## config.mk

```make
export PLATFORM = sky130hd
export DESIGN_NAME = nios2_cpu_mul_combine_flat
export DESIGN_NICKNAME = d
export VERILOG_FILES = /design/src/rtl/nios2_cpu_mul_combine_if.sv /design/src/rtl/nios2_cpu_mul_combine.sv /design/src/flat_wrapper.sv
export SDC_FILE = /design/constraint.sdc
export NUM_CORES = 1
export LEC_CHECK = 0
export ABC_AREA = 1
export BUFFER_PORTS_ARGS = -buffer_cell sky130_fd_sc_hd__buf_4
export CAP_MARGIN = 5
export CORE_MARGIN = 2
export CORE_UTILIZATION = 50
export CTS_CLUSTER_SIZE = 24
export DETAILED_ROUTE_END_ITERATION = 10
export GPL_ROUTABILITY_DRIVEN = 0
export GPL_TIMING_DRIVEN = 0
export PLACE_DENSITY = 0.83
export SLEW_MARGIN = 20
export SYNTH_ARGS = -nofsm -noshare
export SYNTH_HDL_FRONTEND = slang
export SYNTH_SLANG_ARGS = --single-unit
```

## constraint.sdc

```tcl
create_clock -name clk -period 2.85 [get_ports clk]
set_input_delay 0.285 -clock clk [delete_from_list [all_inputs] [get_ports clk]]
set_output_delay 0.285 -clock clk [all_outputs]
set_load 0.01 [all_outputs]
```

## src/rtl/nios2_cpu_mul_combine_if.sv

```systemverilog
// Bundle between the M-stage multiplier cell and the combiner.
// It carries the partial products and control in, and the A-stage product word out.
interface nios2_cpu_mul_combine_if;
    logic        M_en;
    logic        M_mul_valid;
    logic [31:0] M_mul_cell_p1;
    logic [31:0] M_mul_cell_p2;
    logic [31:0] M_mul_cell_p3;
    logic [31:0] M_mul_cell_p4;
    logic        M_ctrl_mul_src1_signed;
    logic        M_ctrl_mul_src2_signed;
    logic        M_ctrl_mul_hi;
    logic [31:0] A_mul_result;
    logic [63:0] A_mul_full;
    logic        A_mul_valid;

    modport master (
        output M_en, M_mul_valid, M_mul_cell_p1, M_mul_cell_p2, M_mul_cell_p3,
               M_mul_cell_p4, M_ctrl_mul_src1_signed, M_ctrl_mul_src2_signed,
               M_ctrl_mul_hi,
        input  A_mul_result, A_mul_full, A_mul_valid
    );

    modport slave (
        input  M_en, M_mul_valid, M_mul_cell_p1, M_mul_cell_p2, M_mul_cell_p3,
               M_mul_cell_p4, M_ctrl_mul_src1_signed, M_ctrl_mul_src2_signed,
               M_ctrl_mul_hi,
        output A_mul_result, A_mul_full, A_mul_valid
    );
endinterface

```

## src/rtl/nios2_cpu_mul_combine.sv

```systemverilog
// Combines the four 16x16 partial products into the 64-bit product and returns
// the selected 32-bit word. It uses one or two stages and advances only when M_en is high.
module nios2_cpu_mul_combine #(
    parameter int REG_MID = 1
) (
    input  logic                        clk,
    input  logic                        reset,
    nios2_cpu_mul_combine_if.slave      mulIf
);

    logic [33:0] ext2;
    logic [33:0] ext3;
    logic [33:0] midComb;
    logic [63:0] baseComb;

    logic [63:0] full_q;
    logic [31:0] result_q;
    logic        valid_q;

    // The cross terms are 32-bit values that may be signed, so two guard bits keep their sum exact
    assign ext2     = {{2{mulIf.M_ctrl_mul_src2_signed & mulIf.M_mul_cell_p2[31]}}, mulIf.M_mul_cell_p2};
    assign ext3     = {{2{mulIf.M_ctrl_mul_src1_signed & mulIf.M_mul_cell_p3[31]}}, mulIf.M_mul_cell_p3};
    assign midComb  = ext2 + ext3;
    assign baseComb = {mulIf.M_mul_cell_p4, mulIf.M_mul_cell_p1};

    function automatic logic [63:0] combineFull(input logic [33:0] mid, input logic [63:0] base);
        logic [63:0] midExt;
        midExt = {{30{mid[33]}}, mid};
        return base + (midExt << 16);
    endfunction

    generate
        if (REG_MID != 0) begin : g_reg_mid
            logic [33:0] mid_q;
            logic [63:0] base_q;
            logic        hi_q;
            logic        valid1_q;
            logic [63:0] full_d;

            always_ff @(posedge clk) begin
                if (reset) begin
                    mid_q    <= '0;
                    base_q   <= '0;
                    hi_q     <= 1'b0;
                    valid1_q <= 1'b0;
                end else if (mulIf.M_en) begin
                    mid_q    <= midComb;
                    base_q   <= baseComb;
                    hi_q     <= mulIf.M_ctrl_mul_hi;
                    valid1_q <= mulIf.M_mul_valid;
                end
            end

            assign full_d = combineFull(mid_q, base_q);

            always_ff @(posedge clk) begin
                if (reset) begin
                    full_q   <= '0;
                    result_q <= '0;
                    valid_q  <= 1'b0;
                end else if (mulIf.M_en) begin
                    full_q   <= full_d;
                    result_q <= hi_q ? full_d[63:32] : full_d[31:0];
                    valid_q  <= valid1_q;
                end
            end
        end else begin : g_single
            logic [63:0] full_d;

            assign full_d = combineFull(midComb, baseComb);

            always_ff @(posedge clk) begin
                if (reset) begin
                    full_q   <= '0;
                    result_q <= '0;
                    valid_q  <= 1'b0;
                end else if (mulIf.M_en) begin
                    full_q   <= full_d;
                    result_q <= mulIf.M_ctrl_mul_hi ? full_d[63:32] : full_d[31:0];
                    valid_q  <= mulIf.M_mul_valid;
                end
            end
        end
    endgenerate

    assign mulIf.A_mul_full   = full_q;
    assign mulIf.A_mul_result = result_q;
    assign mulIf.A_mul_valid  = valid_q;

endmodule

```

## src/flat_wrapper.sv

```systemverilog
// flat-port wrapper written by rule: the top's interface ports become plain ports
module nios2_cpu_mul_combine_flat 
#(
    parameter int REG_MID = 1
)
  (clk, reset, mulIf_M_en, mulIf_M_mul_valid, mulIf_M_mul_cell_p1, mulIf_M_mul_cell_p2, mulIf_M_mul_cell_p3, mulIf_M_mul_cell_p4, mulIf_M_ctrl_mul_src1_signed, mulIf_M_ctrl_mul_src2_signed, mulIf_M_ctrl_mul_hi, mulIf_A_mul_result, mulIf_A_mul_full, mulIf_A_mul_valid);
  nios2_cpu_mul_combine_if mulIf_i ();
  input  logic clk;
  input  logic reset;
  input wire logic [$bits(mulIf_i.M_en)-1:0] mulIf_M_en;
  input wire logic [$bits(mulIf_i.M_mul_valid)-1:0] mulIf_M_mul_valid;
  input wire logic [$bits(mulIf_i.M_mul_cell_p1)-1:0] mulIf_M_mul_cell_p1;
  input wire logic [$bits(mulIf_i.M_mul_cell_p2)-1:0] mulIf_M_mul_cell_p2;
  input wire logic [$bits(mulIf_i.M_mul_cell_p3)-1:0] mulIf_M_mul_cell_p3;
  input wire logic [$bits(mulIf_i.M_mul_cell_p4)-1:0] mulIf_M_mul_cell_p4;
  input wire logic [$bits(mulIf_i.M_ctrl_mul_src1_signed)-1:0] mulIf_M_ctrl_mul_src1_signed;
  input wire logic [$bits(mulIf_i.M_ctrl_mul_src2_signed)-1:0] mulIf_M_ctrl_mul_src2_signed;
  input wire logic [$bits(mulIf_i.M_ctrl_mul_hi)-1:0] mulIf_M_ctrl_mul_hi;
  output wire logic [$bits(mulIf_i.A_mul_result)-1:0] mulIf_A_mul_result;
  output wire logic [$bits(mulIf_i.A_mul_full)-1:0] mulIf_A_mul_full;
  output wire logic [$bits(mulIf_i.A_mul_valid)-1:0] mulIf_A_mul_valid;
  assign mulIf_i.M_en = mulIf_M_en;
  assign mulIf_i.M_mul_valid = mulIf_M_mul_valid;
  assign mulIf_i.M_mul_cell_p1 = mulIf_M_mul_cell_p1;
  assign mulIf_i.M_mul_cell_p2 = mulIf_M_mul_cell_p2;
  assign mulIf_i.M_mul_cell_p3 = mulIf_M_mul_cell_p3;
  assign mulIf_i.M_mul_cell_p4 = mulIf_M_mul_cell_p4;
  assign mulIf_i.M_ctrl_mul_src1_signed = mulIf_M_ctrl_mul_src1_signed;
  assign mulIf_i.M_ctrl_mul_src2_signed = mulIf_M_ctrl_mul_src2_signed;
  assign mulIf_i.M_ctrl_mul_hi = mulIf_M_ctrl_mul_hi;
  assign mulIf_A_mul_result = mulIf_i.A_mul_result;
  assign mulIf_A_mul_full = mulIf_i.A_mul_full;
  assign mulIf_A_mul_valid = mulIf_i.A_mul_valid;
  nios2_cpu_mul_combine #(.REG_MID(REG_MID)) u_core (.clk(clk), .reset(reset), .mulIf(mulIf_i));
endmodule
```

==> flow_summary_export.csv <==
group,metric,value,unit
run_status,outcome,"complete, no violations",
power,power,8.18,mW
synthesis,synth-compound-area-share,0.154,
route,drt-total-wl,45800,um
synthesis,synth_top_family_by_area,"simple AND/OR/NAND/NOR gates",
place,dp_hpwl,36700,um
grt,grt_pass1_wl,71700,um
synthesis,synth-edff-count,0,
min_path,whs_path_depth,3,
sta,fin_crit_sh,0.914,
die,die_w,169,um
die,coreArea,26800,um^2
clocking,cts_setup_buffers,0,
setup_path,worstPathArrival,2.93,ns
layout,nets,2688,
place,post-place-ws,0.246,ns
die,die_h,169,um
sta,finalSetupViolations,0,
die,rows,60,
route,ant_nets,0,
synthesis,ys_ff_latch,197,
layout,fin_area,16400,um^2
layout,fill_cells,2488,
grt,grt_usage,0.318,
clocking,ctsResizeCount,0,
power,power_leakage,8.82,nW
synthesis,yosys.area_share.simple,0.329,
clocking,cts_tree,"built",
route,wl_per_cell,16.2,um
sta,rsz0062_at_grt,"no",
sta,slew-limit-headroom,0.367,
clocking,clock_path_buffers,2,
clocking,root_buffer,"clkbuf_16",
sta,drv_slew,0,
synthesis,yosys.cell_types.count,35,
route,drt_first_pass_iters,8,
route,drcViolationCount,0,
die,io_pins,232,
power,ir_drop,0.450,mV
grt,gr-total-overflow,0,
power,power.density,500,nW/um^2
route,drt_iter0_drc,1773,
min_path,holdCritPathClass,"in2reg",
synthesis,syn_area,13600,um^2
setup_path,r2r_cells,12,
synthesis,syn_nets,2440,
setup_path,criticalPathCategory,"reg2reg",
place,dp_cells,2793,
grt,grt_max_degree,23,
synthesis,yosys.area_share.adder,0.0766,
setup_path,critPathMaxFanout,4,
route,vias,15300,
grt,antenna_found_initial,0,
grt,first_global_vias,14500,
place,placed_area,15700,um^2
sta,hold_violations,0,
clocking,cts_buffers,17,
die,initial_core_util,0.507,
sta,fmax,384,MHz
clocking,cts_hold_buf,0,
clocking,clkTransAtPathRegs,0.09,ns
sta,holdWs,0.0487,ns
layout,diodes,0,
synthesis,synth_xor_area_frac,0.0264,
layout,syn_to_final_growth,20.5,%
die,die-area,28500,um^2
synthesis,synth.area.mux_share,0,
clocking,cts_sinks,197,
setup_path,endpoint_kind,"register",
layout,drive_gt1_frac,0.140,
clocking,clk_latency,0.46,ns
route,vias_per_cell,5.40,
synthesis,synthFlopType,"dfxtp_1",
synthesis,synthArstFlopShare,0,
synthesis,avgSynthCellArea,6.11,um^2
sta,period_needed,2.60,ns
clocking,htree_levels,4,
layout,post-route-util,0.611,
run,maxCapViolations,0,
sta,finalClockSkew,0.0172,ns
synthesis,synth_warnings,0,
layout,fin_cells,2825,
sta,tns,0,ns
synthesis,syn_inst,2223,
sta,worst_slack,0.246,ns
sta,tightest_slew,0.950,ns
place,io_buffers,229,
setup_path,start_kind,"register",
setup_path,required,3.17,ns
synthesis,ys_seq_area_frac,0.290,
path summary, 6_finish.rpt:
| check | start | endpoint | slack [ns] |
|---|---|---|---|
| worst max-delay path | u_core.g_reg_mid.base_q[16] | u_core.mulIf.A_mul_result[24] | 0.25 |
| worst min-delay path | mulIf_M_mul_cell_p1[17] | u_core.g_reg_mid.base_q[17] | 0.05 |
| worst max register to register | u_core.g_reg_mid.base_q[16] | u_core.mulIf.A_mul_result[24] | 0.25 |
| worst min register to register | u_core.mulIf.A_mul_result[13] | u_core.mulIf.A_mul_result[13] | 0.47 |
kinds of logic (layout without fill, tap and decap cells):
logic type / after synthesis / in the layout
simple gates: 1079 / 1079
buf+inv: 446 / 707
xor+xnor: 41 / 41
flops: 197 / 197
fa+ha+maj: 82 / 82
compound gates: 378 / 378
synth_stat cells, types with 10 or more instances:
cell | n | area share
nor2_1 | 309 | 0.085
dfxtp_1 | 197 | 0.29
nand2_2 | 21 | 0.0097
nor2_2 | 22 | 0.010
ha_1 | 80 | 0.074
a21oi_2 | 14 | 0.0090
nand4_1 | 19 | 0.0087
inv_1 | 366 | 0.10
nor3_1 | 10 | 0.0037
o211ai_1 | 33 | 0.018
o21ai_0 | 161 | 0.059
nand3_1 | 106 | 0.039
a21oi_1 | 142 | 0.052
a21o_1 | 10 | 0.0055
xor2_1 | 27 | 0.017
nand2_1 | 571 | 0.16
xnor2_1 | 14 | 0.0090
clkbuf_1 | 64 | 0.018
state kept, by name, summed over array words and instances, names as in the netlist:
signal,cells
u_core.g_reg_mid.base_q,64
u_core.g_reg_mid.hi_q,1
u_core.g_reg_mid.mid_q,34
u_core.g_reg_mid.valid1_q,1
u_core.mulIf.A_mul_full,64
u_core.mulIf.A_mul_result,32
u_core.mulIf.A_mul_valid,1
area by class of cell:
type                    count  area [um^2]  area share
flip-flops and latches    197         3950       0.241
well taps                 341          427      0.0261
clock buffers              17          425      0.0260
clock inverters            15          214      0.0131
inverters                 376         1410      0.0862
multi-input cells        1580         7970       0.487
repair buffers            229         1720       0.105
plain buffers              70          268      0.0163
cell usage in the layout, fill, tap and decap left out, types with 4 or more instances in the layout:
cell type	instances
a21o_1	10
inv_1	366
xor2_1	27
ha_1	80
nand2_1	571
o21ai_0	161
inv_8	4
buf_4	229
nor2_2	22
nand3_1	106
nor2_1	309
nand2_2	21
dfxtp_1	196
clkbuf_1	64
nand4_1	19
o21bai_1	7
inv_2	7
nor2_4	6
nor3_1	10
clkinv_8	4
buf_2	4
nand3_2	8
a21oi_2	14
clkbuf_16	17
o211ai_1	33
xnor2_1	14
o21a_1	4
a21oi_1	142
power by group:
part | internal (mW) | leakage, nW | switching, mW
Combinational | 0.874 | 6.88 | 1.51
Clock | 1.30 | 0.306 | 1.34
Sequential | 2.99 | 1.63 | 0.171
worst max-delay path: stages (launching register included):
cell     delay (ns)
dfxtp_1        0.32
ha_1           0.25
fa_1           0.48
nand3_1        0.11
nand3_1        0.19
nand2_1        0.11
nand2_1        0.11
xnor2_1        0.48
nand2_1        0.12
nand2_1        0.13
inv_1          0.05
nand2_1        0.09
a21oi_2        0.05
per-layer routing:
layer  wire length, um  track usage  vias up
met5                 0            0        -
met4              3240        0.206        0
met2             20000        0.513      823
met3              4370       0.0594      180
met1             18200        0.389     6782
li1                  -            -     7467
Note: power is estimated with default switching activity, not from simulation.
